File: src/rtl/histo_pkg.sv
// Shared definitions for the histogram sequencer: defaults, FSM encodings, saturating increment.
package histo_pkg;

    localparam int unsigned PIX_W_DEF   = 8;
    localparam int unsigned CNT_W_DEF   = 24;
    localparam int unsigned NUM_PIX_DEF = 76800;
    localparam int unsigned BINS        = 2 ** PIX_W_DEF;
    localparam int unsigned OUT_W       = PIX_W_DEF + CNT_W_DEF;

    localparam logic [2:0] ST_IDLE  = 3'd0;
    localparam logic [2:0] ST_CLEAR = 3'd1;
    localparam logic [2:0] ST_ACCUM = 3'd2;
    localparam logic [2:0] ST_DRAIN = 3'd3;
    localparam logic [2:0] ST_READ  = 3'd4;
    localparam logic [2:0] ST_DONE  = 3'd5;

    // Increment a w-bit counter (w <= 32) held in a 32-bit container, sticking at all-ones.
    function automatic logic [31:0] sat_inc(input logic [31:0] val, input int unsigned w);
        logic [31:0] max_val;
        max_val = 32'hFFFF_FFFF >> (32 - w);
        sat_inc = (val == max_val) ? val : val + 32'd1;
    endfunction

endpackage

File: src/rtl/histo_rmw_pipe.sv
// Two-stage read-modify-write for bin counts with a one-deep write forward.
module histo_rmw_pipe
    import histo_pkg::*;
#(
    parameter int unsigned PIX_W = PIX_W_DEF,
    parameter int unsigned CNT_W = CNT_W_DEF
) (
    input  logic             clk,
    input  logic             rst_n,
    input  logic             in_valid,
    input  logic [PIX_W-1:0] in_addr,
    input  logic [CNT_W-1:0] rdata,
    output logic             we_c,
    output logic [PIX_W-1:0] waddr_c,
    output logic [CNT_W-1:0] wdata_c
);

    logic             s2_valid;
    logic [PIX_W-1:0] s2_addr;
    logic             prev_we;
    logic [PIX_W-1:0] prev_addr;
    logic [CNT_W-1:0] prev_data;
    logic [CNT_W-1:0] base;

    // S1 -> S2 capture plus the previous write kept for forwarding
    always_ff @(posedge clk or negedge rst_n) begin
        if (!rst_n) begin
            s2_valid  <= 1'b0;
            s2_addr   <= '0;
            prev_we   <= 1'b0;
            prev_addr <= '0;
            prev_data <= '0;
        end else begin
            s2_valid  <= in_valid;
            s2_addr   <= in_addr;
            prev_we   <= s2_valid;
            prev_addr <= s2_addr;
            prev_data <= wdata_c;
        end
    end

    // RAM returned pre-write data if the last cycle wrote this bin: use the written value instead
    always_comb begin
        base    = (prev_we && (prev_addr == s2_addr)) ? prev_data : rdata;
        wdata_c = CNT_W'(sat_inc(32'(base), CNT_W));
    end

    assign we_c    = s2_valid;
    assign waddr_c = s2_addr;

endmodule

File: src/rtl/histogram_ctrl.sv
// Histogram sequencer: clear bins, accumulate a pixel stream, then stream out {bin, count}.
module histogram_ctrl
    import histo_pkg::*;
#(
    parameter int unsigned PIX_W   = PIX_W_DEF,
    parameter int unsigned CNT_W   = CNT_W_DEF,
    parameter int unsigned NUM_PIX = NUM_PIX_DEF
) (
    input  logic                   clk_i,
    input  logic                   rst_ni,
    input  logic                   start_i,
    output logic                   busy_o,
    output logic                   done_o,
    input  logic                   pix_valid_i,
    input  logic [PIX_W-1:0]       pix_data_i,
    output logic                   pix_ready_o,
    output logic                   ram_re_o,
    output logic [PIX_W-1:0]       ram_raddr_o,
    input  logic [CNT_W-1:0]       ram_rdata_i,
    output logic                   ram_we_o,
    output logic [PIX_W-1:0]       ram_waddr_o,
    output logic [CNT_W-1:0]       ram_wdata_o,
    output logic                   out_valid_o,
    input  logic                   out_ready_i,
    output logic [PIX_W+CNT_W-1:0] out_data_o,
    output logic                   out_last_o
);

    localparam int unsigned       N_BINS   = 2 ** PIX_W;
    localparam int unsigned       PCNT_W   = $clog2(NUM_PIX + 1);
    localparam logic [PIX_W-1:0]  LAST_BIN = PIX_W'(N_BINS - 1);
    localparam logic [PCNT_W-1:0] LAST_PIX = PCNT_W'(NUM_PIX - 1);
    localparam logic [PCNT_W-1:0] PIX_MAX  = PCNT_W'(NUM_PIX);

    logic [2:0]        state;
    logic [2:0]        state_nxt;
    logic [PIX_W-1:0]  bin_idx;
    logic [PIX_W-1:0]  rd_idx;
    logic [PCNT_W-1:0] pix_cnt;
    logic              rd_first;
    logic              rd_pend;
    logic              accept;
    logic              issue;
    logic              beat_done;
    logic              pipe_we;
    logic [PIX_W-1:0]  pipe_waddr;
    logic [CNT_W-1:0]  pipe_wdata;

    assign beat_done = out_valid_o && out_ready_i;

    histo_rmw_pipe #(
        .PIX_W (PIX_W),
        .CNT_W (CNT_W)
    ) u_rmw (
        .clk      (clk_i),
        .rst_n    (rst_ni),
        .in_valid (accept),
        .in_addr  (pix_data_i),
        .rdata    (ram_rdata_i),
        .we_c     (pipe_we),
        .waddr_c  (pipe_waddr),
        .wdata_c  (pipe_wdata)
    );

    // State register
    always_ff @(posedge clk_i or negedge rst_ni) begin
        if (!rst_ni) begin
            state <= ST_IDLE;
        end else begin
            state <= state_nxt;
        end
    end

    // Next state and per-phase RAM/handshake decode
    always_comb begin
        state_nxt   = state;
        busy_o      = 1'b0;
        done_o      = 1'b0;
        pix_ready_o = 1'b0;
        accept      = 1'b0;
        issue       = 1'b0;
        ram_re_o    = 1'b0;
        ram_raddr_o = '0;
        ram_we_o    = 1'b0;
        ram_waddr_o = '0;
        ram_wdata_o = '0;
        case (state)
            ST_IDLE: begin
                if (start_i) state_nxt = ST_CLEAR;
            end
            ST_CLEAR: begin
                busy_o      = 1'b1;
                ram_we_o    = 1'b1;
                ram_waddr_o = bin_idx;
                if (bin_idx == LAST_BIN) state_nxt = ST_ACCUM;
            end
            ST_ACCUM: begin
                busy_o      = 1'b1;
                pix_ready_o = (pix_cnt < PIX_MAX);
                accept      = pix_valid_i && pix_ready_o;
                ram_re_o    = accept;
                ram_raddr_o = pix_data_i;
                ram_we_o    = pipe_we;
                ram_waddr_o = pipe_waddr;
                ram_wdata_o = pipe_wdata;
                if (accept && (pix_cnt == LAST_PIX)) state_nxt = ST_DRAIN;
            end
            ST_DRAIN: begin
                busy_o      = 1'b1;
                ram_we_o    = pipe_we;
                ram_waddr_o = pipe_waddr;
                ram_wdata_o = pipe_wdata;
                state_nxt   = ST_READ;
            end
            ST_READ: begin
                busy_o      = 1'b1;
                issue       = rd_first || (beat_done && !out_last_o);
                ram_re_o    = issue;
                ram_raddr_o = bin_idx;
                if (beat_done && out_last_o) state_nxt = ST_DONE;
            end
            ST_DONE: begin
                done_o    = 1'b1;
                state_nxt = ST_IDLE;
            end
            default: begin
                state_nxt = ST_IDLE;
            end
        endcase
    end

    // Bin and pixel counters, readout issue tracking and the output beat register
    always_ff @(posedge clk_i or negedge rst_ni) begin
        if (!rst_ni) begin
            bin_idx     <= '0;
            pix_cnt     <= '0;
            rd_idx      <= '0;
            rd_first    <= 1'b0;
            rd_pend     <= 1'b0;
            out_valid_o <= 1'b0;
            out_data_o  <= '0;
            out_last_o  <= 1'b0;
        end else begin
            rd_first <= (state == ST_DRAIN);
            rd_pend  <= issue;
            if ((state == ST_IDLE) && start_i) begin
                bin_idx <= '0;
                pix_cnt <= '0;
            end
            if (state == ST_CLEAR) bin_idx <= bin_idx + PIX_W'(1);
            if (state == ST_DRAIN) bin_idx <= '0;
            if (accept) pix_cnt <= pix_cnt + PCNT_W'(1);
            if (issue) begin
                rd_idx  <= bin_idx;
                bin_idx <= bin_idx + PIX_W'(1);
            end
            if (rd_pend) begin
                out_valid_o <= 1'b1;
                out_data_o  <= {rd_idx, ram_rdata_i};
                out_last_o  <= (rd_idx == LAST_BIN);
            end else if (beat_done) begin
                out_valid_o <= 1'b0;
                out_last_o  <= 1'b0;
            end
        end
    end

endmodule

File: config.mk
export PLATFORM = sky130hd
export DESIGN_NAME = histogram_ctrl
export DESIGN_NICKNAME = d
export VERILOG_FILES = /design/src/rtl/histo_pkg.sv /design/src/rtl/histo_rmw_pipe.sv /design/src/rtl/histogram_ctrl.sv
export SDC_FILE = /design/constraint.sdc
export NUM_CORES = 1
export LEC_CHECK = 0
export BUFFER_PORTS_ARGS = -buffer_cell sky130_fd_sc_hd__buf_2
export CAP_MARGIN = 20
export CORE_ASPECT_RATIO = 1.4
export CORE_UTILIZATION = 60
export DETAILED_ROUTE_END_ITERATION = 6
export HOLD_SLACK_MARGIN = 0.08
export PLACE_DENSITY_LB_ADDON = 0.2
export SLEW_MARGIN = 40
export SYNTH_ARGS = -nofsm -noshare
export SYNTH_HDL_FRONTEND = slang
export SYNTH_SLANG_ARGS = --single-unit
File: constraint.sdc
create_clock -name clk_i -period 8.85 [get_ports clk_i]
set_input_delay 0 -clock clk_i [delete_from_list [all_inputs] [get_ports clk_i]]
set_output_delay 0 -clock clk_i [all_outputs]
set_load 0.01 [all_outputs]
==> reports/qor.tcl <==
set qor(post-route-min-period_ns) 4.609
set qor(drtPass1Iterations) 7
set qor(worst_hold_slack_ns) 0.07954
set qor(synth_ff_type) {sky130_fd_sc_hd__dfrtp_1}
set qor(insertedDiodeCount) 0
set qor(path_common_cell) {sky130_fd_sc_hd__mux2i_1}
set qor(global_route.overflow_total) 0
set qor(critical_path_capture_point_type) {primary output}
set qor(floorplan.initialDensity_pct) 61.83
set qor(switching_power_w) 0.0003878
set qor(placement_rows) 43
set qor(worstSetupStartpointType) {flop}
set qor(htreeDepth) 4
set qor(clockPowerShare_pct) 50.1
set qor(layout-area-overhead-vs-synth_pct) 27.19
set qor(vias_in_the_first_global_route) 5669
set qor(antenna_found_initial) 0
set qor(yosysWarnings) 0
set qor(clock_sinks) 114
set qor(crit_fanout) 40
set qor(cts.root.buffer_cell) {sky130_fd_sc_hd__clkbuf_16}
set qor(sw_frac_of_total_pct) 26.18
set qor(largest_net_degree_at_the_start_of_global_routing) 80
set qor(post_synth_edffs) 0
set qor(tritoncts) {done}
set qor(ir_worst_vdd_uv) 179.2
set qor(timing.setup.tns_ns) 0
set qor(synth_seq_cells) 114
set qor(grt_setup_unrepaired) {no}
set qor(achievable-frequency_ghz) 0.2170
set qor(route.vias.total) 5607
set qor(slew_headroom_pct) 40.04
set qor(synth_net_count) 634
set qor(reg2reg_slack_ns) 4.70
set qor(postLayoutCellArea_um2) 7785
set qor(critPathKind) {reg -> out}
set qor(buffer_ports.inserted) 115
set qor(power_density_nw_per_um2) 190.3
set qor(drive_above_1_share_pct) 27.31
set qor(regArea_um2) 2853
set qor(final_core_util_pct) 78.64
set qor(gp_congestion) 0.9905
set qor(path_clk_slew_ns) 0.06
set qor(drv_cap) 0
set qor(seq_power_share_pct) 39.7
set qor(worst_slew_pin_slew_ns) 0.8994
set qor(worstPathArrival_ns) 4.61
set qor(dpl_cell_area_um2) 6784
set qor(ys_seq_area_share_pct) 46.61
set qor(top_level_ports) 116
set qor(async_reset_ff_share_pct) 100.0
set qor(floorplan.die.width_um) 87.36
set qor(combined_global_route_utilization_of_all_metal_layers_pct) 33.75
set qor(crit_path_max_incr_delay_ns) 0.73
set qor(cts.repair.resized) 0
set qor(global_route_wire_length_before_repair_um) 27160
set qor(synth_cells) 594
set qor(failed_checks) {DRC}
set qor(vias_per_cell) 6.279
set qor(synth.avg_cell_area_um2) 10.30
set qor(cp_cell_sequence) {xnor2_1, or3b_4, nor3_4, buf_4, mux2i_1, inv_1, ha_1, nand3_1, or4_1, o21ai_0, mux2i_1, a211oi_1, nor3_1, buf_2}
set qor(static-leakage-power_nw) 3.697
set qor(routed_wire_length_um) 17210
set qor(cts_inserted_buffers) 17
set qor(wl_per_cell_um) 19.27
set qor(clock_skew_ns) 0.01010
set qor(combinationalPowerShare_pct) 10.2
set qor(critical_path.slowest_cell) {sky130_fd_sc_hd__or4_1}
set qor(clock_insertion_delay_worst_skew_ns) 0.41
set qor(setup-violations-final) 0
set qor(netlist-cell-type-count) 61
set qor(critical_path_buf_inv_count) 3
set qor(fill_cells) 686
set qor(cts-root-to-sink-buffers) 2
set qor(fp.dieArea_um2) 10610
set qor(multiInputGateArea_um2) 3098
set qor(worstPathRequired_ns) 8.85
set qor(core_region_area_um2) 9899
set qor(post_synth_instance_area_um2) 6121
set qor(cp_top_family) {simple AND/OR/NAND/NOR gates}
set qor(dpl.hpwl_um) 11520
set qor(hold_path_class) {in -> async}
set qor(final_min_period_over_clock_period_pct) 52.08
set qor(detail_route.drc_violations) 1
set qor(finalNetCount) 785
set qor(fp.dieH_um) 121.5
set qor(internal_power_w) 0.001094
set qor(detailedRoute.firstIterationViolations) 415
set qor(slew_viol_final) 0
set qor(final-hold-violation-count) 0
set qor(antenna_violating_nets_post_route) 0
set qor(run_status) {complete, but fails checks}
## final cells by class
cell class / instances / share of cell area, %
Inverter: 10 / 0.4822
Multi-Input combinational cell: 445 / 39.79
Clock inverter: 14 / 2.588
Tap cell: 135 / 2.170
Sequential cell: 114 / 36.64
Timing Repair Buffer: 157 / 12.68
Clock buffer: 18 / 5.641
## kinds of logic after synthesis
logic type	synth area share (%)
xor+xnor	3.148
compound gates	12.88
flops	46.61
mux	14.37
fa+ha+maj	0.6133
simple gates	19.50
buf+inv	2.882
## routing by layer
metal | global-route usage (%) | routed length (µm) | up-vias
met5 | 0 | 0 | -
met1 | 35.99 | 6160 | 2730
met3 | 7.347 | 897 | 80
met4 | 18.14 | 746 | 0
li1 | - | - | 2522
met2 | 60.99 | 9406 | 275
## through the flow
step / instances / setup WS (ns) / total power [W]
global placement: 825 / 4.922 / 0.0007228
floorplan: 594 / 5.501 / 0.0006601
global route: 893 / 4.035 / 0.001527
CTS: 893 / 4.318 / 0.001480
detailed placement: 825 / 4.785 / 0.0007283
finish: 893 / 4.241 / 0.001481
## registers in the layout, indices dropped and copies added (netlist names), 3 cells and up
name,cells
out_data_o,32
u_rmw.prev_data,24
pix_cnt,17
bin_idx,8
rd_idx,8
u_rmw.prev_addr,8
u_rmw.waddr_c,8
state,3
## what timing repair did
item	in CTS	in global routing
buffers inserted	0	0
hold endpoints to repair	88	0
hold buffers	36	0
## Yosys cell counts (3+ instances only)
cell / n / area, µm²
sky130_fd_sc_hd__nor3b_1: 4 / 30.03
sky130_fd_sc_hd__nor2b_1: 6 / 37.54
sky130_fd_sc_hd__xor2_1: 12 / 105.1
sky130_fd_sc_hd__a21oi_1: 16 / 80.08
sky130_fd_sc_hd__a211oi_1: 4 / 30.03
sky130_fd_sc_hd__nand2_1: 52 / 195.2
sky130_fd_sc_hd__nand3_1: 31 / 155.2
sky130_fd_sc_hd__mux2_2: 46 / 518.0
sky130_fd_sc_hd__and3_1: 21 / 131.4
sky130_fd_sc_hd__nor3_1: 10 / 50.05
sky130_fd_sc_hd__nand3b_1: 3 / 22.52
sky130_fd_sc_hd__ha_1: 3 / 37.54
sky130_fd_sc_hd__mux2i_1: 35 / 350.3
sky130_fd_sc_hd__a31oi_1: 9 / 56.30
sky130_fd_sc_hd__and2_1: 19 / 118.9
sky130_fd_sc_hd__o311ai_0: 3 / 26.28
sky130_fd_sc_hd__and4_1: 11 / 96.34
sky130_fd_sc_hd__o31ai_1: 6 / 45.04
sky130_fd_sc_hd__xnor2_1: 10 / 87.58
sky130_fd_sc_hd__nor4_1: 7 / 43.79
sky130_fd_sc_hd__a22o_1: 8 / 70.07
sky130_fd_sc_hd__clkbuf_1: 18 / 67.56
sky130_fd_sc_hd__o21ai_0: 25 / 125.1
sky130_fd_sc_hd__o211ai_1: 6 / 45.04
sky130_fd_sc_hd__dfrtp_1: 114 / 2853
sky130_fd_sc_hd__inv_1: 10 / 37.54
sky130_fd_sc_hd__a21o_1: 7 / 52.55
sky130_fd_sc_hd__a22oi_1: 9 / 67.56
sky130_fd_sc_hd__nand4_1: 16 / 100.1
sky130_fd_sc_hd__nor2_1: 31 / 116.4
sky130_fd_sc_hd__nand2b_1: 3 / 18.77
## worst paths after layout
check | cells past startpoint | start | to
setup / recovery | 14 | u_rmw.waddr_c[5] | ram_wdata_o[15]
hold / removal | 2 | rst_ni | u_rmw.prev_data[16]
setup reg to reg | 13 | u_rmw.waddr_c[5] | u_rmw.prev_data[15]
hold reg to reg | 0 | u_rmw.we_c | u_rmw.prev_we
max in group asynchronous | 3 | rst_ni | u_rmw.waddr_c[5]
min in group clk_i | 2 | pix_data_i[3] | u_rmw.waddr_c[3]
## placed cells by master, fill, tap and decap left out, drive strengths merged, types with 3 or more instances in the layout
| cell | count |
|---|---|
| a21o | 7 |
| dlygate4sd3 | 36 |
| nand3b | 3 |
| clkbuf | 18 |
| and2 | 19 |
| nor2b | 6 |
| o21ai | 27 |
| a211oi | 5 |
| nand2b | 3 |
| nor3b | 4 |
| bufinv | 4 |
| nor3 | 11 |
| o311ai | 3 |
| ha | 3 |
| nor2 | 31 |
| xnor2 | 10 |
| mux2 | 47 |
| nand3 | 31 |
| a22o | 8 |
| a31oi | 9 |
| xor2 | 12 |
| mux2i | 35 |
| inv | 13 |
| buf | 121 |
| and4 | 11 |
| nand4 | 16 |
| nand2 | 52 |
| a22oi | 9 |
| o31ai | 6 |
| clkinv | 5 |
| and3 | 21 |
| o211ai | 6 |
| dfrtp | 114 |
| nor4 | 7 |
| a21oi | 16 |
## power groups by stage
stage / Clock [W] / Combinational (W) / Sequential (W)
after floorplan: 0 / 0.0000827 / 0.000577
after detailed placement: 0 / 0.000134 / 0.000594
after global placement: 0 / 0.000129 / 0.000594
after global routing: 0.000771 / 0.000164 / 0.000592
final: 0.000743 / 0.000151 / 0.000588
after CTS: 0.000745 / 0.000149 / 0.000587
Power figures use the tool's default switching activity.
